File: src/rtl/fisc_fetch_unit.sv
// fisc_fetch_unit: FISC instruction fetch stage; owns the PC, reads the 64-bit bus and hands 32-bit instructions to decode.
//   clk, reset                     : clock, synchronous active-high reset
//   wait_n, d_in                   : bus ready and read data
//   a, rd_n, opcycle_n             : bus address (8-byte aligned) and active-low strobes
//   instr, instr_pc, instr_valid   : instruction to decode, its byte address, valid
//   instr_ready                    : decode accepts this cycle
//   redirect_valid, redirect_pc    : PC redirect from execute/writeback
//   fault, fault_code              : latched fetch fault (01 misaligned redirect, 10 bus timeout)
module fisc_fetch_unit #(
   parameter logic [63:0] RESET_PC = 64'h0,
   parameter int          TIMEOUT  = 255
) (
   input  logic        clk,
   input  logic        reset,
   input  logic        wait_n,
   input  logic [63:0] d_in,
   output logic [63:0] a,
   output logic        rd_n,
   output logic        opcycle_n,
   output logic [31:0] instr,
   output logic [63:0] instr_pc,
   output logic        instr_valid,
   input  logic        instr_ready,
   input  logic        redirect_valid,
   input  logic [63:0] redirect_pc,
   output logic        fault,
   output logic [1:0]  fault_code
);
   typedef enum logic [2:0] {COLD, BUS, VALID, GAP, FAULT} state_t;
   state_t      state;
   logic [63:0] pc;
   logic [15:0] cnt;
   assign a           = state == BUS ? {pc[63:3], 3'b000} : '0;
   assign rd_n        = state != BUS;
   assign opcycle_n   = state != BUS;
   assign instr_valid = state == VALID;
   assign fault       = state == FAULT;
   always_ff @(posedge clk) begin
      if (reset) begin
         state      <= COLD;
         pc         <= RESET_PC;
         instr      <= '0;
         instr_pc   <= '0;
         cnt        <= '0;
         fault_code <= 2'b00;
      end else if (redirect_valid && state != COLD) begin
         // redirect abandons any in-flight read or pending instruction
         if (redirect_pc[1:0] == 2'b00) begin
            pc         <= redirect_pc;
            fault_code <= 2'b00;
            state      <= GAP;
         end else begin
            fault_code <= 2'b01;
            state      <= FAULT;
         end
      end else begin
         case (state)
            COLD: begin
               cnt   <= '0;
               state <= BUS;
            end
            BUS:
               if (wait_n) begin
                  instr    <= pc[2] ? d_in[63:32] : d_in[31:0];
                  instr_pc <= pc;
                  state    <= VALID;
               end else if (cnt == 16'(TIMEOUT - 1)) begin
                  fault_code <= 2'b10;
                  state      <= FAULT;
               end else begin
                  cnt <= cnt + 16'd1;
               end
            VALID:
               if (instr_ready) begin
                  pc    <= pc + 64'd4;
                  cnt   <= '0;
                  state <= BUS;
               end
            GAP: begin
               cnt   <= '0;
               state <= BUS;
            end
            default: ;
         endcase
      end
   end
endmodule

File: config.mk
export PLATFORM = sky130hd
export DESIGN_NAME = fisc_fetch_unit
export DESIGN_NICKNAME = d
export VERILOG_FILES = /design/src/rtl/fisc_fetch_unit.sv
export SDC_FILE = /design/constraint.sdc
export NUM_CORES = 1
export LEC_CHECK = 0
export ABC_AREA = 1
export CORE_MARGIN = 4
export CORE_UTILIZATION = 49
export DETAILED_ROUTE_END_ITERATION = 16
export MAX_ROUTING_LAYER = met4
export PLACE_DENSITY = 0.79
export REMOVE_ABC_BUFFERS = 1
export SYNTH_ARGS = -nofsm -noshare
export SYNTH_HDL_FRONTEND = slang
export SYNTH_SLANG_ARGS = --single-unit
File: constraint.sdc
create_clock -name clk -period 1.8 [get_ports clk]
set_input_delay 0.36 -clock clk [delete_from_list [all_inputs] [get_ports clk]]
set_output_delay 0.36 -clock clk [all_outputs]
set_load 0.01 [all_outputs]
==> flow_summary_export.csv <==
group,metric,value,unit
status,outcome,"finished, violations left",
status,violations,"negative setup slack",
clock_tree,htreeDepth,4,
worst_setup_path,cp-end-kind,"output port",
place,dp_cells,2483,
layout,nets,2405,
yosys,synth_edf_count,0,
floorplanning,die_h,156,um
floorplanning,rows,53,
yosys,yosysTopAreaCell,"dfxtp_1",
timing,holdWs,0.397,ns
layout,stdcell_count,2557,
place,dp_slack,-0.134,ns
clock_tree,clkSlewWorstSetupHoldPaths,0.08,ns
worst_setup_path,worst_ep_required_time,1.44,ns
clock_tree,cts_buffers,17,
detailed_routing,drt-total-wl,48.1,mm
pwr,leakagePower,7.02,nW
layout,area_delta_synth_final,57.5,%
run,cap_violations,0,
floorplanning,start_util,0.503,
worst_setup_path,r2r_setup_slack,-0.04,ns
detailed_routing,wl_per_cell,18.8,um
detailed_routing,num_vias,14300,
layout,fin_area,0.0169,mm^2
timing,report.final.slew_viol_count,0,
layout,seqCellArea,0.00368,mm^2
detailed_routing,drt-vias-per-instance,5.58,
timing,timing.final.ws_setup,-0.178,ns
yosys,synth-main-ff-cell,"dfxtp_1",
clock_tree,ctsHoldBuffers,0,
layout,drive_gt1_frac,0.225,
clock_tree,cts_tree,"built",
yosys,ys_types,35,
worst_setup_path,critPathMaxFanout,12,
layout,num_antenna_cells,0,
min_path,worstHoldPathType,"in -> reg",
clock_tree,clockBufferDepth,2,
yosys,synth_most_common_cell,"nand2_1",
timing,skew,0.0127,ns
floorplanning,die_area,0.0243,mm^2
worst_setup_path,crit_start,"state[1]",
layout,finalCoreUtilization,0.793,
yosys,ys_seq_area_frac,0.338,
place,detailed_place_hpwl,31.9,mm
floorplanning,coreArea,0.0213,mm^2
floorplanning,ios,299,
clock_tree,worstSkewPairLatency,0.44,ns
global_routing,grtUsageTotal,0.352,
timing,finalHoldViolCount,0,
floorplanning,chipWidth,156,um
pwr,total_power,16.7,mW
yosys,yosys_warnings,0,
pwr,power_density,987,mW/mm^2
worst_setup_path,criticalPathCategory,"reg -> out",
worst_setup_path,timing.rr.end,"pc[63]",
yosys,syn_avg_cell_area,5.86,um^2
timing,period_share,1.10,
global_routing,grt_pass1_vias,12900,
timing,fmax,505,MHz
worst_setup_path,r2r_cells,10,
worst_setup_path,cp-endpoint,"a[11]",
timing,finalSetupTns,-8.67,ns
yosys,synthArstFlopShare,0,
timing,timing.final.crit_period,1.98,ns
worst_setup_path,critPathLaunchType,"register",
detailed_routing,ant_nets,0,
worst_setup_path,timing.rr.start,"pc[6]",
global_routing,grt_pass1_wl,66.9,mm
yosys,synthCells,1829,
pwr,vdd_drop_max,0.790,mV
global_routing,antenna_found_initial,0,
yosys,synth.top_cells.by_count,"nand2_1 (487), nor2_1 (299), inv_1 (257)",
detailed_routing,drc,0,
clock_tree,cts-root-buf,"clkbuf_16",
clock_tree,cts.sinks,181,
detailed_routing,drt_iter0_markers,1517,
place,io_buffer_count,295,
yosys,synth.cell_area,0.0107,mm^2
layout,multi_input_area,0.00630,mm^2
global_routing,gr-total-overflow,0,
yosys,synth_seq_cells,181,
timing,rsz0062_at_grt,"true",
yosys,synthTopCellsByArea,"dfxtp_1 (34%), nand2_1 (17%), nor2_1 (10%)",
place,place_area,0.0151,mm^2
layout,fill_cells,1556,
detailed_routing,firstDrtPassIters,6,
yosys,synth_top_area_share,0.338,
worst_setup_path,crit_arrival,1.62,ns
global_routing,grt_max_degree,74,
place,place.gp.congestion,0.974,
timing,setup_viol_count_final,64,
-- where the power goes --
group	leakage [nW]	total [mW]	internal, mW	switching, mW
clock network	0.278	3.87	2.00	1.87
logic	5.25	7.71	3.56	4.15
registers	1.49	5.07	4.62	0.452
total	7.02	16.7	10.2	6.47
-- area by class of cell --
class                      instances  area share
multi-input combinational       1300       0.373
timing repair buffer             505       0.294
sequential                       181       0.218
inverter                         264      0.0598
clock buffer                      19      0.0262
tap                              275      0.0204
clock inverter                    13     0.00816
-- kinds of logic after synthesis --
kind of cell / after synthesis / share of synthesized area
and+or+nand+nor: 936 / 0.352
xor gates and xnor gates: 19 / 0.0155
AOI/OAI and AO/OA: 339 / 0.162
other: 1 / 0.000350
buffers and inverters: 350 / 0.128
DFF: 181 / 0.338
adders and majority gates: 3 / 0.00350
-- repair_timing --
action | CTS | global route
buffers inserted | 10 | 16
pin swaps | 2 | 18
gates cloned | 6 | 17
gates resized for setup | 388 | 214
endpoints found under the setup margin | 92 | 239
-- state kept, by name, indices dropped and copies added, names as in the netlist --
register and flops:
instr 32, state 3, instr_pc 64, pc 64
cnt 16, fault_code 2
-- critical path: stages, from the launching register on --
cell and delay (ns):
dfxtp_2 0.34, inv_2 0.05, nand2_4 0.06, nor2_4 0.04, buf_6 0.12, inv_8 0.15, buf_12 0.20, nor2_1 0.06
buf_2 0.14
-- per-layer routing --
| layer | track usage | routed length [um] |
|---|---|---|
| met5 | - | 0 |
| met4 | 0.129 | 1950 |
| met3 | 0.0502 | 5560 |
| met2 | 0.574 | 22500 |
| met1 | 0.446 | 18200 |
-- how the worst min path moves through the flow --
stage	start	end	cells after the start
after CTS	reset	instr_pc[18]	4
after floorplan	reset	cnt[10]	1
after global routing	reset	instr_pc[18]	4
after detailed placement	instr_pc[11]	instr_pc[11]	2
after global placement	instr[8]	instr[8]	2
final	reset	instr_pc[18]	4
-- layout by cell type, fill, tap and decap left out, types with 58 or more instances in the layout --
cell type	instances
o21ai_1	96
nor2_2	86
dfxtp_1	146
nand3_1	90
a21oi_1	155
clkdlybuf4s50_1	229
nand2_1	472
inv_1	252
buf_4	154
buf_2	58
nor2_1	202
No activity file was read; power rests on OpenSTA's default activity.
